--- config.mk ---
export PLATFORM = sky130hd
export DESIGN_NAME = control_sequencer
export DESIGN_NICKNAME = d
export VERILOG_FILES = /design/src/rtl/control_sequencer_pkg.sv /design/src/rtl/control_sequencer_program_counter.sv /design/src/rtl/control_sequencer.sv
export SDC_FILE = /design/constraint.sdc
export NUM_CORES = 1
export LEC_CHECK = 0
export BUFFER_PORTS_ARGS = -buffer_cell sky130_fd_sc_hd__buf_2
export CAP_MARGIN = 15
export CORE_MARGIN = 4
export CORE_UTILIZATION = 49
export DETAILED_ROUTE_END_ITERATION = 8
export PLACE_DENSITY = 0.9
export RECOVER_POWER = 25
export SLEW_MARGIN = 20
export SYNTH_ARGS = -nofsm -noshare
export SYNTH_HDL_FRONTEND = slang
export SYNTH_HIERARCHICAL = 1
export SYNTH_SLANG_ARGS = --single-unit
--- constraint.sdc ---
create_clock -name clk -period 2.11 [get_ports clk]
set_input_delay 0.1055 -clock clk [delete_from_list [all_inputs] [get_ports clk]]
set_output_delay 0.1055 -clock clk [all_outputs]
set_load 0.1 [all_outputs]
--- src/rtl/control_sequencer_pkg.sv ---
// ============================================================================
// Module : cpuConfig (package)
// Brief  : Shared CPU configuration: widths, instruction field offsets,
//          ALU function, opcode and sequencer state encodings, decode helpers.
// Rev    : 1.0 - initial release
// ============================================================================
`default_nettype none

package cpuConfig;

  localparam int CFG_N       = 8;
  localparam int CFG_R_SIZE  = 3;
  localparam int CFG_PC_SIZE = 6;
  localparam int OPC_W       = 4;
  localparam int CFG_I_WIDTH = OPC_W + 2 * CFG_R_SIZE + CFG_N;

  // Instruction layout, MSB first: opcode | rd | rs | imm
  localparam int IMM_LSB = 0;
  localparam int RS_LSB  = CFG_N;
  localparam int RD_LSB  = CFG_N + CFG_R_SIZE;
  localparam int OPC_LSB = CFG_N + 2 * CFG_R_SIZE;

  typedef enum logic [2:0] {
    ALU_ADD   = 3'd0,
    ALU_SUB   = 3'd1,
    ALU_MUL   = 3'd2,
    ALU_PASSB = 3'd3
  } aluFunc_t;

  typedef enum logic [3:0] {
    OP_NOP    = 4'h0,
    OP_ADD    = 4'h1,
    OP_ADDI   = 4'h2,
    OP_SUB    = 4'h3,
    OP_SUBI   = 4'h4,
    OP_MUL    = 4'h5,
    OP_MULI   = 4'h6,
    OP_MOV    = 4'h7,
    OP_LDI    = 4'h8,
    OP_INSW   = 4'h9,
    OP_BZ     = 4'hA,
    OP_BNZ    = 4'hB,
    OP_JMP    = 4'hC,
    OP_RSVD_D = 4'hD,
    OP_RSVD_E = 4'hE,
    OP_HALT   = 4'hF
  } opcode_t;

  typedef enum logic [2:0] {
    ST_FETCH        = 3'd0,
    ST_EXEC         = 3'd1,
    ST_WAIT_PRESS   = 3'd2,
    ST_WAIT_RELEASE = 3'd3,
    ST_WRITE_SW     = 3'd4,
    ST_HALT         = 3'd5
  } state_t;

  // Instructions that write the register file during their EXEC cycle
  function automatic logic op_writes(opcode_t op);
    logic w;
    w = 1'b0;
    case (op)
      OP_ADD, OP_ADDI, OP_SUB, OP_SUBI,
      OP_MUL, OP_MULI, OP_MOV, OP_LDI: w = 1'b1;
      default:                         w = 1'b0;
    endcase
    return w;
  endfunction

  // Instructions whose ALU B operand is the immediate field
  function automatic logic op_uses_imm(opcode_t op);
    logic u;
    u = 1'b0;
    case (op)
      OP_ADDI, OP_SUBI, OP_MULI, OP_LDI: u = 1'b1;
      default:                           u = 1'b0;
    endcase
    return u;
  endfunction

  // ALU operation selected by each opcode; non-ALU opcodes park on ADD
  function automatic aluFunc_t op_alu_func(opcode_t op);
    aluFunc_t f;
    f = ALU_ADD;
    case (op)
      OP_ADD, OP_ADDI:        f = ALU_ADD;
      OP_SUB, OP_SUBI:        f = ALU_SUB;
      OP_MUL, OP_MULI:        f = ALU_MUL;
      OP_MOV, OP_LDI:         f = ALU_PASSB;
      default:                f = ALU_ADD;
    endcase
    return f;
  endfunction

endpackage

`default_nettype wire

--- src/rtl/control_sequencer_program_counter.sv ---
// ============================================================================
// Module : program_counter
// Brief  : Program counter register; load (branch target) beats increment,
//          arithmetic wraps modulo 2^PC_SIZE.
// Rev    : 1.0 - initial release
// ============================================================================
`default_nettype none

module program_counter #(
  parameter int PC_SIZE = 6
) (
  input  logic               clk,
  input  logic               reset,
  input  logic               inc,
  input  logic               load,
  input  logic [PC_SIZE-1:0] target,
  output logic [PC_SIZE-1:0] pc
);

  logic [PC_SIZE-1:0] pc_q;
  logic [PC_SIZE-1:0] pc_d;

  // Next PC: taken branch target first, otherwise sequential step
  always_comb begin
    pc_d = pc_q;
    if (load) begin
      pc_d = target;
    end else if (inc) begin
      pc_d = pc_q + {{(PC_SIZE-1){1'b0}}, 1'b1};
    end
  end

  // PC register with synchronous reset to address 0
  always_ff @(posedge clk) begin
    if (reset) begin
      pc_q <= '0;
    end else begin
      pc_q <= pc_d;
    end
  end

  assign pc = pc_q;

endmodule

`default_nettype wire

--- src/rtl/control_sequencer.sv ---
// ============================================================================
// Module : control_sequencer
// Brief  : Fetch/decode sequencer: PC, instruction register, zero flag,
//          branch handling, HALT and a press/release switch-read handshake.
//          Optional build macro SINGLE_STEP_EN adds a 'step' input that gates
//          each FETCH on a rising edge of step.
// Rev    : 1.0 - initial release
// ============================================================================
`default_nettype none

module control_sequencer
  import cpuConfig::*;
#(
  parameter int N       = CFG_N,
  parameter int R_SIZE  = CFG_R_SIZE,
  parameter int PC_SIZE = CFG_PC_SIZE,
  parameter int I_WIDTH = 4 + 2 * R_SIZE + N
) (
  input  logic               clk,
  input  logic               reset,
`ifdef SINGLE_STEP_EN
  input  logic               step,
`endif
  output logic [PC_SIZE-1:0] progAddr,
  input  logic [I_WIDTH-1:0] progData,
  input  logic [N-1:0]       aluResult,
  input  logic               go,
  output logic               writeReg,
  output aluFunc_t           aluFunc,
  output logic               aluImmediate,
  output logic               immSwitches,
  output logic [R_SIZE-1:0]  opD,
  output logic [R_SIZE-1:0]  opS,
  output logic [N-1:0]       opT,
  output logic               halted
);

  state_t             state_q;
  logic [I_WIDTH-1:0] ir_q;
  logic               z_q;
  logic               writeReg_q;
  aluFunc_t           aluFunc_q;
  logic               aluImm_q;
  logic               immSw_q;
  logic               halted_q;

  logic [PC_SIZE-1:0] pc;
  opcode_t            ir_op;
  opcode_t            fetch_op;
  logic               fetch_go;
  logic               branch_taken;
  logic               pc_inc;

  assign ir_op    = opcode_t'(ir_q[OPC_LSB +: 4]);
  assign fetch_op = opcode_t'(progData[OPC_LSB +: 4]);

  // Operand fields come straight from the instruction register
  assign opD = ir_q[RD_LSB +: R_SIZE];
  assign opS = ir_q[RS_LSB +: R_SIZE];
  assign opT = ir_q[IMM_LSB +: N];

`ifdef SINGLE_STEP_EN
  logic step_prev_q;

  // Previous step level for rising-edge detection
  always_ff @(posedge clk) begin
    if (reset) begin
      step_prev_q <= 1'b0;
    end else begin
      step_prev_q <= step;
    end
  end

  assign fetch_go = step & ~step_prev_q;
`else
  assign fetch_go = 1'b1;
`endif

  // Branch resolution and PC sequencing, valid only while executing
  always_comb begin
    branch_taken = 1'b0;
    pc_inc       = 1'b0;
    if (state_q == ST_EXEC) begin
      case (ir_op)
        OP_BZ:   branch_taken = z_q;
        OP_BNZ:  branch_taken = ~z_q;
        OP_JMP:  branch_taken = 1'b1;
        default: branch_taken = 1'b0;
      endcase
      pc_inc = ~branch_taken && (ir_op != OP_INSW) && (ir_op != OP_HALT);
    end else if (state_q == ST_WRITE_SW) begin
      pc_inc = 1'b1;
    end
  end

  program_counter #(
    .PC_SIZE (PC_SIZE)
  ) u_pc (
    .clk    (clk),
    .reset  (reset),
    .inc    (pc_inc),
    .load   (branch_taken),
    .target (ir_q[IMM_LSB +: PC_SIZE]),
    .pc     (pc)
  );

  // Sequencer FSM; controls are registered and set on entry to the state
  // in which they are meant to be visible.
  always_ff @(posedge clk) begin
    if (reset) begin
      state_q    <= ST_FETCH;
      ir_q       <= '0;
      z_q        <= 1'b0;
      writeReg_q <= 1'b0;
      aluFunc_q  <= ALU_ADD;
      aluImm_q   <= 1'b0;
      immSw_q    <= 1'b0;
      halted_q   <= 1'b0;
    end else begin
      // Zero flag tracks the result of whatever was written this cycle
      if (writeReg_q) begin
        z_q <= (aluResult == '0);
      end
      writeReg_q <= 1'b0;
      aluFunc_q  <= ALU_ADD;
      aluImm_q   <= 1'b0;
      immSw_q    <= 1'b0;
      case (state_q)
        ST_FETCH: begin
          if (fetch_go) begin
            ir_q       <= progData;
            state_q    <= ST_EXEC;
            writeReg_q <= op_writes(fetch_op);
            aluFunc_q  <= op_alu_func(fetch_op);
            aluImm_q   <= op_uses_imm(fetch_op);
          end
        end
        ST_EXEC: begin
          case (ir_op)
            OP_INSW: state_q <= ST_WAIT_PRESS;
            OP_HALT: begin
              state_q  <= ST_HALT;
              halted_q <= 1'b1;
            end
            default: state_q <= ST_FETCH;
          endcase
        end
        ST_WAIT_PRESS: begin
          if (go) begin
            state_q <= ST_WAIT_RELEASE;
          end
        end
        ST_WAIT_RELEASE: begin
          if (!go) begin
            state_q    <= ST_WRITE_SW;
            writeReg_q <= 1'b1;
            aluFunc_q  <= ALU_PASSB;
            aluImm_q   <= 1'b1;
            immSw_q    <= 1'b1;
          end
        end
        ST_WRITE_SW: begin
          state_q <= ST_FETCH;
        end
        ST_HALT: begin
          state_q <= ST_HALT;
        end
        default: begin
          state_q <= ST_FETCH;
        end
      endcase
    end
  end

  assign progAddr     = pc;
  assign writeReg     = writeReg_q;
  assign aluFunc      = aluFunc_q;
  assign aluImmediate = aluImm_q;
  assign immSwitches  = immSw_q;
  assign halted       = halted_q;

endmodule

`default_nettype wire

==> metrics.md <==
| Metric | Value |
|---|---|
| Status | `finished clean` |
| DP HPWL | `2.43 mm` |
| Leakage power | `0.000877 uW` |
| Root buffer cell | `clkbuf_4` |
| WL final | `3.57 mm` |
| H-tree depth | `2` |
| Total Routing Usage GR | `17.9%` |
| Sink Count | `34` |
| Synthesis-stage register bit count | `34` |
| Final period util | `93.3%` |
| Commonest non-fill, non-tap cell in the layout | `buf_2` |
| HP Class | `in -> reg` |
| Post-route DRC | `0` |
| Via/cell ratio | `5.04` |
| First-pass GRT wire length | `5.94 mm` |
| WP buf/inv | `0` |
| Ant diodes | `0` |
| Cell Rows | `20` |
| Fin crit period | `1970 ps` |
| Share of cells above drive strength 1 | `24.2%` |
| WL per Instance | `12.4 um` |
| Final instance area | `0.00191 mm2` |
| WHS Endpoint | `ir_q[10]` |
| Reg2Reg Launch Point | `state_q[0]` |
| Final nets | `277` |
| Internal reg-to-reg setup slack | `140 ps` |
| Largest delay share family, worst path | `compound AO/OA/AOI/OAI gates` |
| DP Area | `0.00179 mm2` |
| Total negative slack | `0 ps` |
| Vias in the first global route | `1389` |
| Hold path start | `progData[10]` |
| Pwr Density | `744 mW/mm2` |
| Total congestion overflow | `0` |
| Number of DRC violations after detailed-routing iteration 0 | `116` |
| Routed vias | `1451` |
| Post-Layout Cell Count | `288` |
| Rel. slew slack | `22.5%` |
| DP Cell Count | `273` |
| Critical Path AT | `2220 ps` |
| Die width | `65.7 um` |
| Synthesized area | `0.00163 mm2` |
| Seq/Total Area, Yosys | `41.7%` |
| Crit-path cells | `nand2_1, a41oi_1, o2bb2ai_1, nand3_2, or3_1, a311oi_1` |
| Fill count | `274` |
| CTS max path bufs | `2` |
| Area occupied by multi-input gates | `739 um2` |
| Worst slew pin tran | `1170 ps` |
| Die Y | `65.7 um` |
| Initial core utilization | `52.2%` |
| Setup violators final | `0` |
| Die area | `0.00432 mm2` |
| Crit path required time | `2360 ps` |
| Post-route ant nets | `0` |
| Fin Clk Skew | `7.31 ps` |
| Largest net degree at the start of global routing | `33` |
| Syn Area/Cell | `8.29 um2` |
| Hold Path Depth | `3` |
| MaxCap Viol Count | `0` |
| Slowest cell on crit path | `dfxtp_1` |
| Crit path max fanout | `10` |
| GP Congestion | `0.794` |
| Fmax | `508 MHz` |
| Hold violation count in the final report | `0` |
| Area delta synth->final | `16.6%` |
| CTS buffer count | `5` |
| Clk slew on worst S/H paths | `100 ps` |
| Core footprint | `0.00313 mm2` |
| Startpoint Class | `flip-flop` |
| Most frequent cells in the layout | `buf_2, nand2_1, dfxtp_1` |
| CTS tree | `yes` |
| Seq. cell area | `681 um2` |
| FF-to-FF End | `u_pc/pc[5]` |
| Setup Buffers After CTS | `0` |
| Max incr delay on CP | `530 ps` |
| Synth unique cells | `36` |
| IO buf count | `54` |
| Post-synth net total | `230` |
| Clk Latency, worst-skew pair | `330 ps` |
| Setup crit end kind | `flip-flop` |
| DR pass1 iterations | `4` |
| Top Ports | `56` |
| Initial antenna violation count | `0` |
| Max Slew Vio Count | `0` |
| Worst VDD drop | `0.471 mV` |
| RSZ-0062 raised after global routing | `no` |
| Critical path type | `reg -> reg` |
| R2R depth | `6` |
| Ys Warns | `6` |
| Syn Inst Count | `197` |
==> per-layer routing <==
layer	GRT usage (%)	up-vias	share of wire, %
li1	-	749	-
met1	19.7	652	43
met2	30.5	44	49
met3	5.64	6	6.0
met4	9.33	0	2.2
met5	0	-	0
==> logic make-up after synthesis <==
logic type	synth area share [%]
AOI/OAI and AO/OA	15.8
xor gates and xnor gates	2.68
adders and majority gates	3.06
buffers and inverters	13.1
DFF	41.7
muxes	1.91
other	0.229
and+or+nand+nor	21.6
==> registers in the layout, indices dropped and copies added (netlist names) <==
signal        count
halted            1
u_pc/pc           6
writeReg          1
immSwitches       1
ir_q             18
state_q           3
aluFunc           2
z_q               1
aluImmediate      1
==> area by class of cell <==
type / count / share of cell area [%]
Multi-Input combinational cell: 132 / 38.8
Clock inverter: 2 / 0.525
Timing Repair Buffer: 64 / 18.7
Clock buffer: 5 / 1.97
Inverter: 7 / 1.38
Tap cell: 44 / 2.89
Sequential cell: 34 / 35.7
==> timing repair <==
item | in CTS | in global routing
gates resized for setup | 0 | 0
hold buffers | 8 | 0
endpoints found under the setup margin | 0 | 0
hold endpoints to repair | 8 | 0
==> tightest hold or removal path, stage by stage <==
cell	delay, ps
buf_2	100
nand2_1	50
a21oi_1	50
==> where the power goes <==
| part | switching (uW) | internal (uW) |
|---|---|---|
| sequential | 31.0 | 676 |
| combinational | 298 | 87.3 |
| clock | 206 | 120 |
| total | 535 | 883 |
==> worst max path at each step <==
stage / start / to / slack [ps] / depth (start not counted)
2_1_floorplan: u_pc/pc[0] / u_pc/pc[4] / 180 / 4
3_3_place_gp: state_q[0] / u_pc/pc[5] / 240 / 6
3_5_place_dp: state_q[0] / u_pc/pc[5] / 190 / 6
4_1_cts: state_q[0] / u_pc/pc[5] / 160 / 6
5_1_grt: state_q[0] / u_pc/pc[5] / 10 / 6
6_report: state_q[0] / u_pc/pc[5] / 140 / 6
==> synthesized netlist by cell type <==
master     instances  area share, %
nand2_1           41            9.4
dfxtp_1           34             42
a21oi_1           21            6.4
buf_4             16            7.4
nor2_1            13            3.0
o21ai_0            7            2.1
a211oi_1           6            2.8
inv_1              6            1.4
buf_6              5            3.4
ha_1               4            3.1
nand2b_1           4            1.5
xor2_1             4            2.1
clkbuf_1           3           0.69
nand3_1            3           0.92
or3_1              3            1.1
a31oi_1            2           0.77
and3_1             2           0.77
mux2i_1            2            1.2
nand4_1            2           0.77
nor3_1             2           0.61
nor4_1             2           0.77
a21boi_0           1           0.46
a311oi_1           1           0.54
a41oi_1            1           0.54
and4_1             1           0.54
clkinv_1           1           0.23
conb_1             1           0.23
mux2_2             1           0.69
nand3_2            1           0.61
nor3_4             1            1.0
nor4b_1            1           0.54
o2111a_1           1           0.69
o22ai_1            1           0.38
o2bb2ai_1          1           0.54
o31a_1             1           0.54
xnor2_1            1           0.54
==> stage by stage <==
step	power [uW]	hold WS (ps)	util, %	setup slack [ps]
after floorplan	1060	178	-	184
after global placement	1090	345	57.1	239
after detailed placement	1090	352	57.1	186
after CTS	1430	0.326	61.2	165
after global routing	1490	1.84	60.9	9.80
final	1420	12.2	60.9	141
No activity file was read; power rests on OpenSTA's default activity.
